### config.mk
export PLATFORM = sky130hd
export DESIGN_NAME = wb_arbiter
export DESIGN_NICKNAME = d
export VERILOG_FILES = /design/src/rtl/wb_arb_pkg.sv /design/src/rtl/wb_arb_wdog.sv /design/src/rtl/wb_arbiter.sv
export SDC_FILE = /design/constraint.sdc
export NUM_CORES = 1
export LEC_CHECK = 0
export CAP_MARGIN = 20
export CORE_ASPECT_RATIO = 1.5
export CORE_MARGIN = 4
export CORE_UTILIZATION = 30
export CTS_CLUSTER_SIZE = 12
export DETAILED_ROUTE_END_ITERATION = 8
export PLACE_DENSITY = 0.69
export SLEW_MARGIN = 20
export SYNTH_ARGS = -nofsm -noshare
export SYNTH_HDL_FRONTEND = slang
export SYNTH_SLANG_ARGS = --single-unit
### constraint.sdc
create_clock -name CLK -period 2.8 [get_ports CLK]
set_input_delay 0.42 -clock CLK [delete_from_list [all_inputs] [get_ports CLK]]
set_output_delay 0.42 -clock CLK [all_outputs]
set_load 0.01 [all_outputs]
### src/rtl/wb_arb_pkg.sv
// Shared types and defaults for the two-master Wishbone arbiter.
// Holds the arbiter state encoding, the one-hot grant constants and the parameter defaults.
package wb_arb_pkg;

  localparam int unsigned ADDR_W_DEF  = 16;
  localparam int unsigned DAT_W_DEF   = 8;
  localparam int unsigned TIMEOUT_DEF = 255;

  typedef enum logic [1:0] {
    ST_IDLE = 2'd0,
    ST_OWN0 = 2'd1,
    ST_OWN1 = 2'd2
  } arb_state_e;

  localparam logic [1:0] GNT_NONE = 2'b00;
  localparam logic [1:0] GNT_M0   = 2'b01;
  localparam logic [1:0] GNT_M1   = 2'b10;

  // The state register is the only source of the grant vector.
  function automatic logic [1:0] state_gnt(input arb_state_e s);
    logic [1:0] g;
    g = GNT_NONE;
    case (s)
      ST_OWN0: g = GNT_M0;
      ST_OWN1: g = GNT_M1;
      default: g = GNT_NONE;
    endcase
    return g;
  endfunction

endpackage

### src/rtl/wb_arb_wdog.sv
// Ack watchdog: counts stalled strobe cycles, fires once at TIMEOUT-1 and
// keeps a saturating 8-bit tally of forced timeouts.
module wb_arb_wdog
  import wb_arb_pkg::*;
#(
  parameter int unsigned TIMEOUT = TIMEOUT_DEF
) (
  input  logic       CLK,
  input  logic       RST,
  input  logic       run,
  input  logic       clear,
  output logic       fire,
  output logic [7:0] TO_CNT
);

  localparam logic [15:0] LIMIT = 16'(TIMEOUT - 1);

  logic [15:0] cnt_q, cnt_d;
  logic [7:0]  to_q,  to_d;

  // clear takes priority over fire so a late ack always wins the race.
  always_comb begin
    fire  = run && !clear && (cnt_q == LIMIT);
    cnt_d = '0;
    if (run && !clear && !fire) begin
      cnt_d = cnt_q + 16'd1;
    end
    to_d = to_q;
    if (fire && (to_q != 8'hFF)) begin
      to_d = to_q + 8'd1;
    end
  end

  always_ff @(posedge CLK) begin
    if (RST) begin
      cnt_q <= '0;
      to_q  <= '0;
    end else begin
      cnt_q <= cnt_d;
      to_q  <= to_d;
    end
  end

  assign TO_CNT = to_q;

endmodule

### src/rtl/wb_arbiter.sv
// Two-master Wishbone arbiter: round-robin on contention, owner keeps the bus
// while its CYC stays high, watchdog forces an error on a stalled strobe.
module wb_arbiter
  import wb_arb_pkg::*;
#(
  parameter int unsigned ADDR_W  = ADDR_W_DEF,
  parameter int unsigned DAT_W   = DAT_W_DEF,
  parameter int unsigned TIMEOUT = TIMEOUT_DEF
) (
  input  logic              CLK,
  input  logic              RST,
  input  logic              M0_CYC,
  input  logic              M0_STB,
  input  logic              M0_WE,
  input  logic [ADDR_W-1:0] M0_ADR,
  input  logic [DAT_W-1:0]  M0_DAT_I,
  output logic [DAT_W-1:0]  M0_DAT_O,
  output logic              M0_ACK,
  output logic              M0_ERR,
  input  logic              M1_CYC,
  input  logic              M1_STB,
  input  logic              M1_WE,
  input  logic [ADDR_W-1:0] M1_ADR,
  input  logic [DAT_W-1:0]  M1_DAT_I,
  output logic [DAT_W-1:0]  M1_DAT_O,
  output logic              M1_ACK,
  output logic              M1_ERR,
  output logic              S_CYC,
  output logic              S_STB,
  output logic              S_WE,
  output logic [ADDR_W-1:0] S_ADR,
  output logic [DAT_W-1:0]  S_DAT_O,
  input  logic [DAT_W-1:0]  S_DAT_I,
  input  logic              S_ACK,
  input  logic              S_ERR,
  output logic [1:0]        GNT,
  output logic [7:0]        TO_CNT
);

  arb_state_e state_q, state_d;
  logic       last_q, last_d;   // 1 = master 1 was granted most recently

  logic              own_cyc, own_stb, own_we;
  logic [ADDR_W-1:0] own_adr;
  logic [DAT_W-1:0]  own_dat;
  logic [1:0]        gnt;
  logic              wd_run, wd_clear, forced_err;

  always_comb begin
    state_d = state_q;
    last_d  = last_q;
    case (state_q)
      ST_IDLE: begin
        if (M0_CYC && M1_CYC) begin
          state_d = last_q ? ST_OWN0 : ST_OWN1;
          last_d  = !last_q;
        end else if (M0_CYC) begin
          state_d = ST_OWN0;
          last_d  = 1'b0;
        end else if (M1_CYC) begin
          state_d = ST_OWN1;
          last_d  = 1'b1;
        end
      end
      // Handover always drains through IDLE; never jump OWN0 <-> OWN1.
      ST_OWN0: if (!M0_CYC) state_d = ST_IDLE;
      ST_OWN1: if (!M1_CYC) state_d = ST_IDLE;
      default: state_d = ST_IDLE;
    endcase
  end

  always_ff @(posedge CLK) begin
    if (RST) begin
      state_q <= ST_IDLE;
      last_q  <= 1'b1;
    end else begin
      state_q <= state_d;
      last_q  <= last_d;
    end
  end

  assign gnt = state_gnt(state_q);
  assign GNT = gnt;

  always_comb begin
    own_cyc = 1'b0;
    own_stb = 1'b0;
    own_we  = 1'b0;
    own_adr = '0;
    own_dat = '0;
    case (state_q)
      ST_OWN0: begin
        own_cyc = M0_CYC;
        own_stb = M0_STB;
        own_we  = M0_WE;
        own_adr = M0_ADR;
        own_dat = M0_DAT_I;
      end
      ST_OWN1: begin
        own_cyc = M1_CYC;
        own_stb = M1_STB;
        own_we  = M1_WE;
        own_adr = M1_ADR;
        own_dat = M1_DAT_I;
      end
      default: ;
    endcase
  end

  // A strobe without CYC is an abort, so it must not keep the watchdog running.
  assign wd_run   = (state_q != ST_IDLE);
  assign wd_clear = !(own_cyc && own_stb) || S_ACK || S_ERR;

  wb_arb_wdog #(
    .TIMEOUT (TIMEOUT)
  ) u_wdog (
    .CLK    (CLK),
    .RST    (RST),
    .run    (wd_run),
    .clear  (wd_clear),
    .fire   (forced_err),
    .TO_CNT (TO_CNT)
  );

  assign S_CYC   = own_cyc;
  assign S_STB   = own_stb && !forced_err;
  assign S_WE    = own_we;
  assign S_ADR   = own_adr;
  assign S_DAT_O = own_dat;

  assign M0_ACK   = S_ACK && gnt[0];
  assign M0_ERR   = (S_ERR || forced_err) && gnt[0];
  assign M0_DAT_O = gnt[0] ? S_DAT_I : '0;
  assign M1_ACK   = S_ACK && gnt[1];
  assign M1_ERR   = (S_ERR || forced_err) && gnt[1];
  assign M1_DAT_O = gnt[1] ? S_DAT_I : '0;

endmodule

==> results.py <==
metrics = {
    "run_status": {
        "outcome": "complete, no violations",
    },
    "yosys": {
        "synth_cell_types": 38,
        "syn_avg_cell_area_um2": 7.94,
        "synthCells": 237,
        "synthArstFlopShare": 0,
        "yosysTopAreaCell": "dfxtp_1",
        "yosys.area_share.simple": 0.360,
        "synthTopCellsByArea": "dfxtp_1 29%, a22oi_1 10%, nor2b_1 9.0%",
        "synth-edff-count": 0,
        "synth-xor-area-share": 0.0698,
        "synth_area_um2": 1880,
        "synthFlopType": "dfxtp_1",
        "synth-adder-area-share": 0.0532,
        "synth_compound_area_frac": 0.178,
        "synth_commonest_cells": "27 x dfxtp_1, 27 x nor2b_1, 26 x a22oi_1",
        "synth_top_cell_area_share": 0.287,
        "synth_warnings": 0,
        "synth_fp_nets": 311,
        "ys_seq_area_frac": 0.287,
        "synth_top_family_by_area": "simple AND/OR/NAND/NOR gates",
        "synth-seq-cells": 27,
        "synthMuxAreaShare": 0.00532,
    },
    "clock_tree": {
        "htreeDepth": 1,
        "insertion_delay_ns": 0.26,
        "cts_root_buffer": "clkbuf_8",
        "clock-sinks": 27,
        "hold_buffers": 0,
        "cts_tree": "built",
        "numCtsBuffers": 3,
        "clock_path_buffers": 2,
        "clk_pin_slew_ns": 0.09,
        "post_cts.repair.setup_buffers": 0,
    },
    "grt": {
        "busiest_layer": "met2",
        "grt-ovfl-total": 0,
        "grt_pass1_vias": 2160,
        "grt_first_pass_wirelength_mm": 10.5,
        "met3_usage": 0.0260,
        "met2_usage": 0.304,
        "antenna_found_initial": 0,
        "track_usage": 0.169,
        "use_met1": 0.211,
        "grt_max_degree": 28,
    },
    "place": {
        "port_buffers": 122,
        "gp_congestion": 0.790,
        "detailed_place_hpwl_mm": 5.51,
    },
    "critical_path": {
        "cp.arrival_ns": 2.18,
        "reg2reg_depth": 7,
        "critPathMaxFanout": 25,
        "worstPathCellList": "inv_1 > ha_2 > buf_4 > a22oi_1 > nor2b_1 > clkdlybuf4s50_1",
        "critPathLaunch": "state_q[0]",
        "cp-end-kind": "output port",
        "crit_required_ns": 2.38,
        "cp_slowest_cell": "clkdlybuf4s50_1",
        "path_class": "reg -> out",
        "critPathLaunchType": "register",
        "cpPeakStageDelay_ns": 0.58,
        "r2r-start": "u_wdog.cnt_q[0]",
    },
    "sta": {
        "setup_viol": 0,
        "final_max_slew_viol_count": 0,
        "relSlewSlack": 0.633,
        "rsz0062_at_grt": "no",
        "fin_worst_skew_ns": 0.00283,
        "hold_viol": 0,
        "tightest_slew_ns": 0.551,
        "fmax_mhz": 385,
        "timing.setup.tns_ns": 0,
        "period_needed_ns": 2.60,
        "fin_crit_sh": 0.929,
    },
    "power_and_ir_drop": {
        "leakage_uw": 0.00115,
        "total_power_uw": 1010,
        "irDropWorstVdd_mv": 0.269,
        "powerDensity_nw_per_um2": 308,
    },
    "min_path": {
        "hp-class": "reg -> reg",
        "hold_start": "u_wdog.cnt_q[0]",
        "min_path_cells": 1,
    },
    "layout": {
        "antenna_cells": 0,
        "area_delta_synth_final_pct": 74.7,
        "nets": 436,
        "drive_above_1_share": 0.0776,
        "fill_cells": 611,
    },
    "route": {
        "drt-initial-drc-count": 88,
        "drc": 0,
        "num_vias": 2174,
        "drt.antenna.violating_nets": 0,
        "wl_per_cell_um": 15.4,
        "viasPerCell": 5.00,
        "drt_first_pass_iters": 4,
        "wirelength_mm": 6.71,
    },
    "floorplanning": {
        "dieArea_um2": 7630,
        "start_util": 0.307,
        "std_cell_rows": 35,
        "core_area_um2": 6130,
        "die_w_um": 72.7,
        "io-pin-count": 123,
        "fp.dieH_um": 105,
    },
    "job": {
        "maxCapViolCount": 0,
    },
}
final cells by class:
type / count / area (um2) / area share
clock buffers: 4 / 45.0 / 0.0137
inverters: 6 / 22.5 / 0.00685
multi-input cells: 189 / 1260 / 0.384
flip-flops and latches: 27 / 542 / 0.165
well taps: 74 / 92.6 / 0.0282
repair buffers: 135 / 1320 / 0.402
cells by family after synthesis:
family	count (synthesis)
buffers and inverters	21
multiplexers	1
flip-flops	27
adder cells (fa/ha/maj)	8
AND/OR/NAND/NOR	117
XOR/XNOR	15
AO/OA/AOI/OAI	48
worst max-delay path: cells and delay by family, from the launching register on:
kind | cells | cell delay [ns]
buffers and inverters | 3 | 0.97
and+or+nand+nor | 1 | 0.22
adders and majority gates | 1 | 0.24
AOI/OAI and AO/OA | 1 | 0.14
DFF | 1 | 0.35
per-layer routing:
metal | up-vias | wire (um) | share of wire
met4 | 0 | 29 | 0.0043
li1 | 1081 | - | -
met2 | 89 | 3270 | 0.49
met3 | 2 | 583 | 0.087
met5 | - | 0 | 0
met1 | 1002 | 2820 | 0.42
per-stage QoR:
| stage | hold slack, ns | cells | setup slack, ns | cell area (um2) | utilization |
|---|---|---|---|---|---|
| global route | 0.535 | 435 | 0.0638 | 3290 | 0.536 |
| global placement | 0.466 | 431 | 0.0508 | 3230 | 0.526 |
| CTS | 0.509 | 435 | 0.0227 | 3280 | 0.535 |
| finish | 0.499 | 435 | 0.200 | 3290 | 0.536 |
| detailed placement | 0.488 | 431 | 0.0182 | 3230 | 0.526 |
| floorplan | 0.448 | 237 | 0.606 | 1880 | - |
power breakdown:
part / switching, uW / internal (uW) / leakage (uW)
registers: 5.37 / 389 / 0.000218
logic: 161 / 242 / 0.000906
clock network: 114 / 102 / 0.0000228
timing repair:
action,4_1_cts,5_1_grt
gates resized for setup,3,4
pin swaps,1,1
endpoints found under the setup margin,3,2
endpoints found under the hold margin,0,0
sequential cells by signal, summed over array words and instances, names as in the netlist:
signal	count
u_wdog.TO_CNT	8
last_q	1
u_wdog.cnt_q	16
state_q	2
path summary, 6_finish.rpt:
path / endpoint / slack, ns
worst max-delay path: S_DAT_O[6] / 0.20
worst min register to register: u_wdog.cnt_q[0] / 0.50
worst min-delay path: u_wdog.cnt_q[0] / 0.50
worst max register to register: u_wdog.TO_CNT[7] / 0.42
cells in the final DEF, fill, tap and decap left out, types with 6 or more instances in the layout:
cell type        netlist  layout
xor2_1                13      13
ha_1                   8       6
and2_1                19      19
nand2_1                8       8
nand3_1               13      13
nor2b_1               27      27
a21oi_1                8       8
clkdlybuf4s50_1        0     119
nor2_1                21      21
a22oi_1               26      26
buf_4                  0      13
inv_1                  6       6
dfxtp_1               27      26
Power figures use the tool's default switching activity.
